`src/rtl/mips_pkg.sv`:
```
// Shared encodings for the pipe_MIPS32 memory arbiter.
// Grant ids, one-hot winner codes and FSM states.
package mips_pkg;

   localparam int AW_DEF = 10;
   localparam int DW_DEF = 32;

   localparam logic [1:0] GNT_NONE = 2'd0;
   localparam logic [1:0] GNT_IF   = 2'd1;
   localparam logic [1:0] GNT_DM   = 2'd2;
   localparam logic [1:0] GNT_LD   = 2'd3;

   localparam logic [2:0] WIN_NONE = 3'b000;
   localparam logic [2:0] WIN_IF   = 3'b001;
   localparam logic [2:0] WIN_DM   = 3'b010;
   localparam logic [2:0] WIN_LD   = 3'b100;

   typedef enum logic [1:0] {
      ST_IDLE,
      ST_ISSUE,
      ST_WAIT,
      ST_RESP
   } arb_state_t;

endpackage

```
`src/rtl/mips_arb_prio.sv`:
```
// Priority selector: loader (halted only) > data > fetch,
// with fetch promoted over data once it has starved.
module mips_arb_prio
   import mips_pkg::*;
(
   input  logic       if_req,
   input  logic       dm_req,
   input  logic       ld_req,
   input  logic       halted,
   input  logic       promote,
   output logic [2:0] win
);

   always_comb begin
      win = WIN_NONE;
      if (ld_req && halted)
         win = WIN_LD;
      else if (if_req && promote)
         win = WIN_IF;
      else if (dm_req)
         win = WIN_DM;
      else if (if_req)
         win = WIN_IF;
   end

endmodule

```
`src/rtl/mips_mem_arbiter.sv`:
```
// Single-port word-memory arbiter for fetch, data and loader.
// Each access runs IDLE -> ISSUE -> (WAIT) -> RESP.
module mips_mem_arbiter
   import mips_pkg::*;
#(
   parameter int AW           = AW_DEF,
   parameter int DW           = DW_DEF,
   parameter int MEM_LAT      = 1,
   parameter int STARVE_LIMIT = 4
) (
   input  logic          clk1,
   input  logic          reset,
   input  logic          halted,
   input  logic          if_req,
   input  logic [AW-1:0] if_addr,
   output logic          if_ack,
   output logic [DW-1:0] if_rdata,
   input  logic          dm_req,
   input  logic          dm_we,
   input  logic [AW-1:0] dm_addr,
   input  logic [DW-1:0] dm_wdata,
   output logic          dm_ack,
   output logic [DW-1:0] dm_rdata,
   input  logic          ld_req,
   input  logic [AW-1:0] ld_addr,
   input  logic [DW-1:0] ld_wdata,
   output logic          ld_ack,
   output logic          mem_en,
   output logic          mem_we,
   output logic [AW-1:0] mem_addr,
   output logic [DW-1:0] mem_wdata,
   input  logic [DW-1:0] mem_rdata,
   output logic          busy,
   output logic [1:0]    grant_id
);

   arb_state_t    state;
   arb_state_t    nxt;
   logic [1:0]    gnt;
   logic [AW-1:0] addr_q;
   logic [DW-1:0] wdata_q;
   logic          we_q;
   logic [2:0]    wcnt;
   logic [3:0]    starve;
   logic [2:0]    win;
   logic          promote;
   logic          last;

   assign promote   = (starve == 4'(STARVE_LIMIT));
   assign last      = (wcnt == 3'(MEM_LAT - 1));
   assign mem_addr  = addr_q;
   assign mem_wdata = wdata_q;

   mips_arb_prio u_prio (
      .if_req  (if_req),
      .dm_req  (dm_req),
      .ld_req  (ld_req),
      .halted  (halted),
      .promote (promote),
      .win     (win)
   );

   always_ff @(posedge clk1) begin
      if (reset)
         state <= ST_IDLE;
      else
         state <= nxt;
   end

   always_comb begin
      nxt      = state;
      mem_en   = 1'b0;
      mem_we   = 1'b0;
      busy     = 1'b1;
      grant_id = gnt;
      if_ack   = 1'b0;
      dm_ack   = 1'b0;
      ld_ack   = 1'b0;
      unique case (state)
         ST_IDLE: begin
            busy     = 1'b0;
            grant_id = GNT_NONE;
            if (win != WIN_NONE)
               nxt = ST_ISSUE;
         end
         ST_ISSUE: begin
            mem_en = 1'b1;
            mem_we = we_q;
            nxt    = we_q ? ST_RESP : ST_WAIT;
         end
         ST_WAIT: begin
            if (last)
               nxt = ST_RESP;
         end
         ST_RESP: begin
            if_ack = (gnt == GNT_IF);
            dm_ack = (gnt == GNT_DM);
            ld_ack = (gnt == GNT_LD);
            nxt    = ST_IDLE;
         end
         default: nxt = ST_IDLE;
      endcase
   end

   always_ff @(posedge clk1) begin
      if (reset) begin
         gnt      <= GNT_NONE;
         addr_q   <= '0;
         wdata_q  <= '0;
         we_q     <= 1'b0;
         wcnt     <= '0;
         starve   <= '0;
         if_rdata <= '0;
         dm_rdata <= '0;
      end else begin
         if (state == ST_IDLE) begin
            unique case (1'b1)
               win[2]: begin
                  gnt     <= GNT_LD;
                  addr_q  <= ld_addr;
                  wdata_q <= ld_wdata;
                  we_q    <= 1'b1;
               end
               win[1]: begin
                  gnt     <= GNT_DM;
                  addr_q  <= dm_addr;
                  wdata_q <= dm_wdata;
                  we_q    <= dm_we;
               end
               win[0]: begin
                  gnt    <= GNT_IF;
                  addr_q <= if_addr;
                  we_q   <= 1'b0;
               end
               default: ;
            endcase
            // only a loss to data counts as starvation
            if (win[0])
               starve <= '0;
            else if (win[1] && if_req && !promote)
               starve <= starve + 4'd1;
         end
         if (state == ST_ISSUE)
            wcnt <= '0;
         else if (state == ST_WAIT)
            wcnt <= wcnt + 3'd1;
         if (state == ST_WAIT && last) begin
            if (gnt == GNT_IF)
               if_rdata <= mem_rdata;
            else if (gnt == GNT_DM)
               dm_rdata <= mem_rdata;
         end
      end
   end

endmodule

```
`config.mk`:
```
export PLATFORM = sky130hd
export DESIGN_NAME = mips_mem_arbiter
export DESIGN_NICKNAME = d
export VERILOG_FILES = /design/src/rtl/mips_pkg.sv /design/src/rtl/mips_arb_prio.sv /design/src/rtl/mips_mem_arbiter.sv
export SDC_FILE = /design/constraint.sdc
export NUM_CORES = 1
export LEC_CHECK = 0
export CORE_MARGIN = 5
export CORE_UTILIZATION = 36
export DETAILED_ROUTE_END_ITERATION = 8
export PLACE_DENSITY = 0.84
export SLEW_MARGIN = 20
export SYNTH_ARGS = -nofsm -noshare
export SYNTH_HDL_FRONTEND = slang
export SYNTH_SLANG_ARGS = --single-unit
```
`constraint.sdc`:
```
create_clock -name clk1 -period 1.93 [get_ports clk1]
set_input_delay 0.4825 -clock clk1 [delete_from_list [all_inputs] [get_ports clk1]]
set_output_delay 0.4825 -clock clk1 [all_outputs]
set_load 0.05 [all_outputs]
```
==> results of run 1 <==
layer usage:
metal  vias up  wire length [um]  track usage, %
li1       2582                 -               -
met1      2431              6220            21.3
met2       231              7860            32.5
met3        31              1530            7.75
met4         0               397            8.64
met5         -                 0               0
kinds of logic (layout without fill, tap and decap cells):
kind of cell	after synthesis	after routing
mux	2	2
compound gates	132	132
buf+inv	55	322
flops	118	118
fa+ha+maj	8	8
xor+xnor	2	2
simple gates	290	290
final cells by class:
cell class                      instances  area, sq um
Clock inverter                          8         75.1
Tap cell                              176          220
Multi-Input combinational cell        434         2320
Timing Repair Buffer                  284         2730
Fill cell                            1138         5020
Sequential cell                       118         2370
Inverter                                7         28.8
Clock buffer                           23          478
worst min path at each step:
stage,cells past startpoint,slack [ns],startpoint,end
CTS,2,0.34,reset,mem_wdata[3]
global route,2,0.34,reset,mem_wdata[3]
global placement,2,0.44,if_rdata[19],if_rdata[19]
finish,2,0.36,reset,mem_wdata[9]
floorplan,2,0.43,we_q,we_q
detailed placement,2,0.45,dm_rdata[9],dm_rdata[9]
repair_timing:
item | CTS | global route
gates cloned | 1 | 1
gates resized for setup | 11 | 8
setup endpoints to repair | 36 | 47
pin swaps | 1 | 2
buffers inserted | 2 | 0
state kept, by name, summed over array words and instances, names as in the netlist:
name,count
dm_rdata,32
starve,4
mem_wdata,32
wcnt,3
we_q,1
if_rdata,32
state,2
mem_addr,10
gnt,2
power by group through the flow:
stage | Sequential (mW) | Clock (mW) | Combinational [mW]
6_report | 3.16 | 2.94 | 4.87
3_3_place_gp | 3.18 | 0 | 4.49
3_5_place_dp | 3.19 | 0 | 4.56
2_1_floorplan | 4.44 | 0 | 1.57
5_1_grt | 3.22 | 3.10 | 5.15
4_1_cts | 3.15 | 2.99 | 4.77
metrics by stage:
stage	hold slack [ns]	cells	setup slack, ns	power (mW)
after global routing	0.345	1050	-0.0382	11.5
after CTS	0.339	1049	0.00776	10.9
after global placement	0.442	1015	-0.195	7.67
after floorplan	0.427	607	-0.00269	6.01
final	0.359	1050	0.0368	11.0
after detailed placement	0.447	1015	-0.297	7.75
placed cells by master (no fill, tap or decap), types with 15 or more instances in the layout:
cell type,count
nand3_1,15
buf_12,17
a311oi_1,26
nand2_1,200
clkbuf_16,18
dfxtp_1,115
a21oi_1,71
buf_4,131
nor2_1,49
clkdlybuf4s50_1,131
critical path: cells and delay by family (launching register included):
kind | cells | cell delay, ns
DFF | 1 | 0.37
buffers and inverters | 2 | 0.32
AOI/OAI and AO/OA | 1 | 0.29
adders and majority gates | 1 | 0.22
and+or+nand+nor | 3 | 0.61
==> flow_metrics.tcl, run 1 <==
set metrics [dict create \
    maxCapViolations 0 \
    power.density_nw_per_um2 1340 \
    synth_flop_cell "dfxtp_1" \
    ant_nets 0 \
    clockBufferDepth 2 \
    postCtsHoldBufs 0 \
    overflow 0 \
    gp_congestion 0.864 \
    slew_headroom_pct 74.1 \
    synth_edf_count 0 \
    finalHoldViolations 0 \
    crit_path_start_kind "register" \
    placed_area_sq_um 7540 \
    grt_pass1_vias 5039 \
    layout-drive-gt1-share_pct 23.3 \
    cts_sinks 118 \
    portBuffers 246 \
    worst_slew_pin_slew_ns 0.388 \
    fin_area_sq_um 8220 \
    clkTransAtPathRegs_ns 0.05 \
    synth_top_family_by_area "simple AND/OR/NAND/NOR gates" \
    avgRoutedWirePerCell_um 15.3 \
    status "finished, final reports clean" \
    yosys.area.top_type "dfxtp_1" \
    synth_cell_type_count 39 \
    fp.coreArea_sq_um 13200 \
    crit_type "register to register" \
    rr_worst_depth 7 \
    synth_area_leaders "dfxtp_1 49%, nand2_1 15%, a21oi_1 7.3%" \
    synth_compound_area_share_pct 18.6 \
    path_cells "inv_1, ha_1, and4b_4, nor3b_4, buf_4, nand2_1, a311oi_2" \
    synthMostInstantiatedCell "nand2_1" \
    crit_end "mem_wdata[27]" \
    diodes 0 \
    timing.rr.start "starve[1]" \
    timing.clock.skew_ns 0.00653 \
    finalCritPeriodShare_pct 98.1 \
    vias 5275 \
    drc 0 \
    die_w_um 126 \
    synth_top_cells_by_count "200 x nand2_1, 118 x dfxtp_1, 71 x a21oi_1" \
    synth.avg_cell_area_sq_um 8.01 \
    clkPwrFrac_pct 26.8 \
    insertion_delay_ns 0.41 \
    yosysWarnings 0 \
    p_comb_share_pct 44.4 \
    ios 247 \
    cp_slowest_stage_delay_ns 0.37 \
    synth_xor_area_share_pct 0.360 \
    grt_util_all_layers_pct 19.2 \
    async_flop_share_pct 0 \
    fp.dieArea_sq_um 15900 \
    final_util_pct 62.1 \
    grt_pass1_wl_um 24900 \
    syn-cell-area_sq_um 4860 \
    seqPwrFrac_pct 28.8 \
    fmax_mhz 528 \
    drv_slew 0 \
    irDropWorstVdd_mv 0.724 \
    hpwl_um 11600 \
    hold_class "input pin to register" \
    cp_slowest_cell "dfxtp_1" \
    clockRootBuffer "clkbuf_16" \
    yosysSeqAreaShare_pct 48.6 \
    crit_start "starve[1]" \
    htreeDepth 4 \
    syn_nets 748 \
    power_switching_mw 4.31 \
    grt_max_degree 65 \
    endpoint_kind "register" \
    setup_viol 0 \
    setup-tns-final_ns 0 \
    syn_to_final_growth_pct 69.0 \
    ys_seq_elements 118 \
    final.min_clock_period_ns 1.89 \
    switching_share_pct 39.3 \
    yosys.area_share.adder_pct 2.06 \
    viasPerCell 5.02 \
    initial_core_util_pct 36.7 \
    cp.arrival_ns 2.21 \
    rsz0062_at_grt "yes" \
    fp.dieH_um 126 \
    p_int_mw 6.66 \
    rows 42 \
    syn-instance-count 607 \
    nNetsFinal 1003 \
    synth.top_cell.area_share_pct 48.6 \
    ff2ff_setup_slack_ns 0.04 \
    dr.first_iter.drc_count 281 \
    muxShareOfSynthArea_pct 0.412 \
    numCtsBuffers 17 \
    antenna_found_initial 0 \
    wl_um 16000 \
    cts_tree "yes" \
    p_leak_nw 3.28 \
    path_max_fanout 14 \
    synth-simple-area-share_pct 25.1 \
    cp_data_required_time_ns 2.24 \
    drt_pass1_iterations 4 \
    reg2reg_to "mem_wdata[27]" \
]
(Power assumes the default switching activity.)
==> run 2, diff against run 1 <==
Settings changed: SKIP_CTS_REPAIR_TIMING set to 1.
==> run 2 against run 1 <==
  * Sequential cell count unchanged
  * Combinational power increased by 2%
  * Clock skew decreased by 0.0020 ns
  * Critical path type is now register to output port
==> flow_metrics.tcl, run 2 (synthesized netlist as in run 1, its figures left out) <==
set metrics [dict create \
    insertion_delay_ns 0.41 \
    diodes 0 \
    die_w_um 126 \
    nFillCells 1133 \
    overflow 0 \
    layout_common_cells "200 x nand2_1, 134 x buf_4, 131 x clkdlybuf4s50_1, 115 x dfxtp_1, 71 x a21oi_1" \
    fp.dieH_um 126 \
    initial_core_util_pct 36.7 \
    numCtsBuffers 17 \
    hold_class "input pin to register" \
    status "finished, final reports clean" \
    cts_tree "yes" \
    hpwl_um 11600 \
    grt_pass1_vias 4946 \
    cp_data_required_time_ns 1.45 \
    grt_pass1_wl_um 24500 \
    ant_nets 0 \
    cts_sinks 118 \
    cp_slowest_cell "dfxtp_4" \
    path_max_fanout 7 \
    finalCritPeriodShare_pct 98.0 \
    syn_to_final_growth_pct 70.4 \
    drc 0 \
    grt_util_all_layers_pct 18.9 \
    clkTransAtPathRegs_ns 0.05 \
    layout-drive-gt1-share_pct 24.1 \
    p_leak_nw 3.31 \
    endpoint_kind "output port" \
    irDropWorstVdd_mv 0.806 \
    crit_type "register to output port" \
    power.density_nw_per_um2 1340 \
    viasPerCell 5.01 \
    finalHoldViolations 0 \
    final_util_pct 62.6 \
    path_cells "inv_4, ha_4, buf_8, nor2b_4, buf_12" \
    clockBufferDepth 2 \
    fp.coreArea_sq_um 13200 \
    whs_ns 0.360 \
    wl_um 16200 \
    cp.arrival_ns 1.41 \
    worst_slew_pin_slew_ns 0.376 \
    nNetsFinal 1009 \
    setup_viol 0 \
    layout_commonest_cell "nand2_1" \
    vias 5291 \
    power_mw 11.1 \
    rsz0062_at_grt "yes" \
    fmax_mhz 528 \
    crit_path_start_kind "register" \
    portBuffers 246 \
    htreeDepth 4 \
    drv_slew 0 \
    rows 42 \
    dr.first_iter.drc_count 198 \
    antenna_found_initial 0 \
    gp_congestion 0.864 \
    cp_slowest_stage_delay_ns 0.38 \
    final.min_clock_period_ns 1.89 \
    grt_max_degree 65 \
    ios 247 \
    slew_headroom_pct 74.9 \
    timing.clock.skew_ns 0.00457 \
    maxCapViolations 0 \
    drt_pass1_iterations 4 \
    clockRootBuffer "clkbuf_16" \
    fp.dieArea_sq_um 15900 \
    avgRoutedWirePerCell_um 15.3 \
]
run 2: cell types whose count changed in the layout (fill, tap and decap cells not counted), sizes merged:
cell    delta
clkbuf     +1
buf        +6
bufbuf     -1
run 2: critical path: cells and delay by family, from the launching register on:
family	cells	cell delay, ns
DFF	1	0.38
adders and majority gates	1	0.16
and+or+nand+nor	1	0.13
buffers and inverters	3	0.32
run 2: final cells by class:
cell class,instances,area [sq um],share of cell area (%)
multi-input cells,434,2340,28.2
well taps,176,220,2.66
inverters,7,28.8,0.347
repair buffers,290,2770,33.5
flip-flops and latches,118,2370,28.6
clock inverters,8,75.1,0.906
clock buffers,23,478,5.77
run 2: final timing paths:
check	start	cells past startpoint	to	slack, ns
worst max-delay path	state[0]	5	grant_id[0]	0.04
worst min-delay path	reset	2	mem_wdata[3]	0.36
worst max register to register	starve[0]	8	mem_wdata[6]	0.05
worst min register to register	if_rdata[18]	2	if_rdata[18]	0.45
run 2: per-stage QoR:
| stage | setup slack, ns | cell area, sq um | instances | setup TNS, ns |
|---|---|---|---|---|
| after global placement | -0.195 | 7540 | 1015 | -8.06 |
| after CTS | -0.213 | 8090 | 1046 | -1.82 |
| after detailed placement | -0.297 | 7540 | 1015 | -10.71 |
| after floorplan | -0.00269 | 4860 | 607 | -0.00538 |
| final | 0.0378 | 8290 | 1056 | 0 |
| after global routing | -0.0342 | 8290 | 1056 | -0.280 |
run 2: per-layer routing:
metal | global-route usage (%) | routed length [um] | vias up
li1 | - | - | 2592
met1 | 21.1 | 6300 | 2438
met2 | 31.9 | 7980 | 232
met3 | 7.66 | 1550 | 29
met4 | 8.08 | 350 | 0
met5 | 0 | 0 | -
run 2: power by group:
part | internal, mW | switching (mW)
logic | 1.97 | 3.00
clock network | 1.86 | 1.08
registers | 2.89 | 0.282
total | 6.71 | 4.36
==> run 3, diff against run 2 <==
Settings changed: HOLD_SLACK_MARGIN set to 0.1.
==> results of run 3 <==
The final DEF is identical to that of run 2; final timing and power are the same.
